===== config.mk =====
export PLATFORM = sky130hd
export DESIGN_NAME = display_sequencer
export DESIGN_NICKNAME = d
export VERILOG_FILES = /design/src/rtl/clock_pkg.sv /design/src/rtl/seq_timeout_counter.sv /design/src/rtl/display_sequencer.sv
export SDC_FILE = /design/constraint.sdc
export NUM_CORES = 1
export LEC_CHECK = 0
export CAP_MARGIN = 20
export CORE_ASPECT_RATIO = 0.6
export CORE_MARGIN = 3
export CORE_UTILIZATION = 56
export CTS_BUF_LIST = sky130_fd_sc_hd__clkbuf_2
export CTS_CLUSTER_SIZE = 16
export DETAILED_ROUTE_END_ITERATION = 10
export PLACE_DENSITY = 0.93
export SLEW_MARGIN = 20
export SYNTH_ARGS = -nofsm -noshare
export SYNTH_HDL_FRONTEND = slang
export SYNTH_SLANG_ARGS = --single-unit
export TNS_END_PERCENT = 20

===== constraint.sdc =====
create_clock -name i_clk -period 4.3 [get_ports i_clk]
set_input_delay 0.86 -clock i_clk [delete_from_list [all_inputs] [get_ports i_clk]]
set_output_delay 0.86 -clock i_clk [all_outputs]
set_load 0.01 [all_outputs]

===== src/rtl/clock_pkg.sv =====
// Shared types and constants for the clock display output path.
package clock_pkg;

    typedef enum logic [1:0] {
        STARTUP  = 2'd0,
        IDLE     = 2'd1,
        LAUNCH   = 2'd2,
        WAIT_ACK = 2'd3
    } seq_state_t;

    localparam int HOURS_W = 5;
    localparam int MIN_W   = 6;
    localparam int SEC_W   = 6;

    localparam logic [5:0] DP_SET_PATTERN = 6'b010100;

    // Counter width for a count limit, never narrower than one bit.
    function automatic int cnt_width(input int n);
        return (n <= 1) ? 1 : $clog2(n);
    endfunction

endpackage


===== src/rtl/seq_timeout_counter.sv =====
// Loadable up-counter that stops at TERMINAL and flags it; used for the
// startup delay and the ack timeout.
module seq_timeout_counter #(
    parameter int WIDTH    = 4,
    parameter int TERMINAL = 15
) (
    input  logic i_clk,
    input  logic i_reset_n,
    input  logic i_load,
    input  logic i_run,
    output logic o_tc
);

    logic [WIDTH-1:0] r_count;
    logic             w_tc;

    assign w_tc = (r_count == WIDTH'(TERMINAL));
    assign o_tc = w_tc;

    always_ff @(posedge i_clk or negedge i_reset_n) begin
        if (!i_reset_n) begin
            r_count <= '0;
        end else if (i_load) begin
            r_count <= '0;
        end else if (i_run && !w_tc) begin
            r_count <= r_count + WIDTH'(1);
        end
    end

endmodule


===== src/rtl/display_sequencer.sv =====
// Drives the MAX7219 wrapper: config after reset, then one data transfer per
// time change, with request coalescing, ack timeout and periodic config refresh.
//
//   state    | meaning
//   STARTUP  | post-reset settle delay, requests still queue
//   IDLE     | waiting for enable, wrapper idle and work to do
//   LAUNCH   | strobe cycle, snapshot already registered
//   WAIT_ACK | transaction in flight, ack timeout running
module display_sequencer
    import clock_pkg::*;
#(
    parameter int STARTUP_CYCLES  = 16,
    parameter int REFRESH_UPDATES = 60,
    parameter int ACK_TIMEOUT     = 4096
) (
    input  logic               i_clk,
    input  logic               i_reset_n,
    input  logic               i_en,
    input  logic               i_update_stb,
    input  logic               i_set_mode,
    input  logic [HOURS_W-1:0] i_hours,
    input  logic [MIN_W-1:0]   i_minutes,
    input  logic [SEC_W-1:0]   i_seconds,
    input  logic               i_disp_busy,
    input  logic               i_disp_ack,
    output logic               o_disp_stb,
    output logic               o_write_config,
    output logic [HOURS_W-1:0] o_hours,
    output logic [MIN_W-1:0]   o_minutes,
    output logic [SEC_W-1:0]   o_seconds,
    output logic [5:0]         o_dp,
    output logic               o_pending,
    output logic               o_timeout
);

    localparam int SU_W = cnt_width(STARTUP_CYCLES);
    localparam int AK_W = cnt_width(ACK_TIMEOUT);
    localparam int RF_W = cnt_width(REFRESH_UPDATES);

    seq_state_t         r_state;
    logic               r_disp_stb;
    logic               r_write_config;
    logic               r_pending;
    logic               r_need_config;
    logic               r_phase;
    logic [RF_W-1:0]    r_refresh_cnt;
    logic [HOURS_W-1:0] r_hours;
    logic [MIN_W-1:0]   r_minutes;
    logic [SEC_W-1:0]   r_seconds;
    logic [5:0]         r_dp;

    logic w_startup_done;
    logic w_ack_tc;
    logic w_launch;
    logic w_ack;
    logic w_timeout;
    logic w_cfg_ack;
    logic w_data_ack;
    logic w_refresh_hit;

    seq_timeout_counter #(.WIDTH(SU_W), .TERMINAL(STARTUP_CYCLES - 1)) u_startup_cnt (
        .i_clk     (i_clk),
        .i_reset_n (i_reset_n),
        .i_load    (1'b0),
        .i_run     (r_state == STARTUP),
        .o_tc      (w_startup_done)
    );

    seq_timeout_counter #(.WIDTH(AK_W), .TERMINAL(ACK_TIMEOUT - 1)) u_ack_cnt (
        .i_clk     (i_clk),
        .i_reset_n (i_reset_n),
        .i_load    (r_state == LAUNCH),
        .i_run     (r_state == WAIT_ACK),
        .o_tc      (w_ack_tc)
    );

    assign w_launch   = (r_state == IDLE) && i_en && !i_disp_busy && (r_need_config || r_pending);
    assign w_ack      = (r_state == WAIT_ACK) && i_disp_ack;
    assign w_timeout  = (r_state == WAIT_ACK) && !i_disp_ack && w_ack_tc;
    assign w_cfg_ack  = w_ack && r_write_config;
    assign w_data_ack = w_ack && !r_write_config;
    // The counter only ever holds up to REFRESH_UPDATES-1, so compare the next value.
    assign w_refresh_hit = (REFRESH_UPDATES != 0) && ((int'(r_refresh_cnt) + 1) == REFRESH_UPDATES);

    always_ff @(posedge i_clk or negedge i_reset_n) begin
        if (!i_reset_n) begin
            r_state <= STARTUP;
        end else begin
            case (r_state)
                STARTUP:  if (w_startup_done) r_state <= IDLE;
                IDLE:     if (w_launch) r_state <= LAUNCH;
                LAUNCH:   r_state <= WAIT_ACK;
                WAIT_ACK: if (w_ack || w_timeout) r_state <= IDLE;
                default:  r_state <= STARTUP;
            endcase
        end
    end

    always_ff @(posedge i_clk or negedge i_reset_n) begin
        if (!i_reset_n) begin
            r_disp_stb     <= 1'b0;
            r_write_config <= 1'b0;
            r_hours        <= '0;
            r_minutes      <= '0;
            r_seconds      <= '0;
            r_dp           <= '0;
        end else begin
            r_disp_stb <= w_launch;
            if (w_launch) begin
                r_write_config <= r_need_config;
                r_hours        <= i_hours;
                r_minutes      <= i_minutes;
                r_seconds      <= i_seconds;
                r_dp           <= i_set_mode ? DP_SET_PATTERN : {1'b0, r_phase, 1'b0, r_phase, 2'b00};
            end else if (w_ack || w_timeout) begin
                r_write_config <= 1'b0;
            end
        end
    end

    // A request landing with the data ack survives it, so no time change is lost.
    always_ff @(posedge i_clk or negedge i_reset_n) begin
        if (!i_reset_n) begin
            r_pending     <= 1'b0;
            r_need_config <= 1'b1;
            r_phase       <= 1'b0;
            r_refresh_cnt <= '0;
        end else begin
            if (w_data_ack) begin
                r_pending <= i_update_stb;
            end else if (i_update_stb) begin
                r_pending <= 1'b1;
            end

            if (w_timeout) begin
                r_need_config <= 1'b1;
            end else if (w_cfg_ack) begin
                r_need_config <= 1'b0;
            end else if (w_data_ack && w_refresh_hit) begin
                r_need_config <= 1'b1;
            end

            if (w_data_ack) begin
                r_phase <= !r_phase;
            end

            if (w_cfg_ack) begin
                r_refresh_cnt <= '0;
            end else if (w_data_ack && (REFRESH_UPDATES != 0)) begin
                r_refresh_cnt <= w_refresh_hit ? '0 : r_refresh_cnt + RF_W'(1);
            end
        end
    end

    assign o_disp_stb     = r_disp_stb;
    assign o_write_config = r_write_config;
    assign o_hours        = r_hours;
    assign o_minutes      = r_minutes;
    assign o_seconds      = r_seconds;
    assign o_dp           = r_dp;
    assign o_pending      = r_pending;
    assign o_timeout      = w_timeout;

endmodule


==> impl_metrics.json <==
{
  "outcome": "finished, final reports clean",
  "p_sw_mw": 0.643,
  "grt.overflow.total": 0,
  "min_period_over_period": 0.758,
  "nets": 276,
  "async_reset_ff_frac": 1.00,
  "synth_fa_ha_area_frac": 0.0386,
  "clock_path_buffers": 2,
  "swShare": 0.351,
  "cap_violations": 0,
  "ys.flop_type": "dfrtp_1",
  "htree_levels": 2,
  "yosysWarnings": 0,
  "holdWs_ps": 417,
  "final_cell_mix": "46 x dfrtp_1, 45 x clkdlybuf4s50_1, 19 x mux2_2",
  "power.total_mw": 1.83,
  "layout-drive-gt1-share": 0.138,
  "critical_path_buf_inv_count": 1,
  "timing.fmax_mhz": 307,
  "rsz0062_at_grt": "no",
  "synth-simple-area-share": 0.145,
  "start_kind": "flop",
  "cts_tree": "yes",
  "insertion_delay_ps": 400,
  "critPathMaxStageDelay_ps": 600,
  "multiInputGateArea_um2": 1010,
  "synth_cell_type_count": 50,
  "p_clk_frac": 0.162,
  "use_met1": 0.289,
  "hold_path_class": "in2async",
  "layout_commonest_cell": "dfrtp_1",
  "cts_root_buf": "clkbuf_2",
  "synth_edf_count": 0,
  "place.gp.congestion": 0.902,
  "cts_sinks": 47,
  "comb_power_share": 0.412,
  "cp_slowest_cell": "clkdlybuf4s50_1",
  "power_leakage_nw": 1.22,
  "coreArea_um2": 3790,
  "stdcell_area_um2": 2810,
  "ys_seq_area_frac": 0.519,
  "antenna_found_initial": 0,
  "r2r_end": "r_state[1]$_DFFE_PN0P_",
  "synth_top_family_by_area": "simple AND/OR/NAND/NOR gates",
  "finalSetupTns_ps": 0,
  "r2r_cells": 5,
  "use_met3": 0.115,
  "synth.area.top_cells": "dfrtp_1 51%, mux2_2 9.4%, ha_1 3.9%, o21ai_0 2.4%, nor2_1 2.3%",
  "holdBufCountCts": 0,
  "synth_top_area_cell": "dfrtp_1",
  "use_met2": 0.309,
  "die_h_um": 55.3,
  "antenna-diode-count": 0,
  "required_ps": 3440,
  "synthXorXnorAreaFrac": 0.0270,
  "antenna_left": 0,
  "finalSetupViolCount": 0,
  "synthMuxAreaShare": 0.103,
  "cpLargestDelayFamily": "simple AND/OR/NAND/NOR gates",
  "first_pass_iters": 4,
  "num_vias": 1708,
  "placed_cell_area_um2": 2720,
  "die_width_um": 88.2,
  "first_global_vias": 1694,
  "reg2reg_slack_ps": 2300,
  "relSlewSlack": 0.447,
  "powerDensity_nw_per_um2": 651,
  "via_per_inst": 5.83,
  "io_buffers": 46,
  "power_frac_seq": 0.425,
  "avgSynthCellArea_um2": 11.3,
  "syn_area_um2": 2270,
  "nFillCells": 261,
  "dp_hpwl_mm": 3.61,
  "fp.dieArea_um2": 4880,
  "synthCells": 200,
  "io_pins": 51,
  "wirelength_mm": 4.88,
  "criticalPathCategory": "reg2out",
  "grt_pass1_wl_mm": 8.20,
  "p_int_mw": 1.19,
  "utilization": 0.743,
  "synth_compound_area_frac": 0.125,
  "path_max_fanout": 5,
  "tightestPinTransition_ps": 829,
  "clkTransAtPathRegs_ps": 250,
  "cts_setup_buffers": 0,
  "cp.arrival_ps": 2400,
  "synth_seq_cells": 47,
  "area_delta_synth_final_pct": 23.9,
  "end_kind": "primary output",
  "start_util": 0.599,
  "r2r_start": "u_ack_cnt.r_count[0]$_DFFE_PN0P_",
  "busiest_layer": "met2",
  "drt-wirelength-per-cell_um": 16.6,
  "fin_worst_skew_ps": 21.3,
  "synthDominantCellAreaShare": 0.507,
  "track_usage": 0.216,
  "cts_inserted_buffers": 5,
  "min_period_ps": 3260,
  "path_cells": "ha_1 > nand4_1 > nor4_1 > clkdlybuf4s50_1",
  "drc_errors": 0,
  "seq_area_um2": 1180,
  "drt_iter0_markers": 131,
  "rows": 17,
  "grt_max_degree": 48,
  "maxSlewViolCount": 0,
  "cts.repair.resized": 0,
  "ir_worst_vdd_mv": 0.420,
  "finalHoldViolCount": 0
}
-- final cells by class --
type	instances	area share
clock buffer	5	0.00890
multi-input combinational	141	0.359
inverter	4	0.00534
tap	47	0.0209
timing repair buffer	46	0.163
sequential	47	0.419
clock inverter	3	0.0240
-- stage by stage --
| step | std cells | worst slack [ps] |
|---|---|---|
| finish | 293 | 1040 |
| global route | 293 | 841 |
| CTS | 293 | 1050 |
| detailed placement | 285 | 1050 |
| global placement | 285 | 1030 |
| floorplan | 203 | 2060 |
-- worst reg2reg max path: stages, from the launching register on --
cell	delay (ps)
dfrtp_1	460
ha_1	270
nand4_1	290
nor3_2	370
o211ai_1	200
mux2_2	320
-- cell usage after synthesis (2+ instances only) --
master     n
mux2_2    19
nand2b_1   5
inv_1      4
nor2_1    14
mux2i_1    2
a21oi_1    9
buf_4      5
a21o_1     2
buf_2      2
nand4_1    3
clkbuf_1   2
dfrtp_1   46
and3_1     3
o21ai_0   11
o21a_1     2
nand3_1    8
xor2_1     4
xnor2_1    3
nor3_1     3
nand2_1   12
o31ai_1    5
or4_1      2
ha_1       7
-- state kept, by name, summed over array words and instances (netlist names) --
name                   count
r_state                    2
o_dp                       1
r_need_config              1
u_ack_cnt.r_count         12
o_disp_stb                 1
o_seconds                  6
o_minutes                  6
u_startup_cnt.r_count      4
o_pending                  1
r_phase                    1
o_write_config             1
r_refresh_cnt              6
o_hours                    5
-- power groups by stage --
stage               registers [mW]  logic [mW]  clock network, mW
floorplan                    0.798       0.408                  0
global placement             0.767       0.721                  0
detailed placement           0.782       0.756                  0
CTS                          0.775       0.764              0.302
global route                 0.803       0.838              0.321
finish                       0.779       0.755              0.297
-- cell families after synthesis --
family | after synthesis
adder cells (fa/ha/maj) | 7
buffers and inverters | 15
AND/OR/NAND/NOR | 60
other | 1
multiplexers | 21
AO/OA/AOI/OAI | 42
XOR/XNOR | 7
flip-flops | 47
-- layer usage --
| metal | share of wire | wire length [um] |
|---|---|---|
| met5 | 0 | 0 |
| met4 | 0.015 | 75 |
| met3 | 0.12 | 591 |
| met2 | 0.44 | 2140 |
| met1 | 0.42 | 2070 |
-- how the worst max path moves through the flow --
stage,from,endpoint,depth (start not counted)
floorplan,i_disp_ack,o_timeout,2
CTS,u_ack_cnt.r_count[0]$_DFFE_PN0P_,o_timeout,4
finish,u_ack_cnt.r_count[0]$_DFFE_PN0P_,o_timeout,4
detailed placement,i_disp_ack,o_timeout,4
global placement,i_disp_ack,o_timeout,4
global route,u_ack_cnt.r_count[0]$_DFFE_PN0P_,o_timeout,4
No activity file was read; power rests on OpenSTA's default activity.
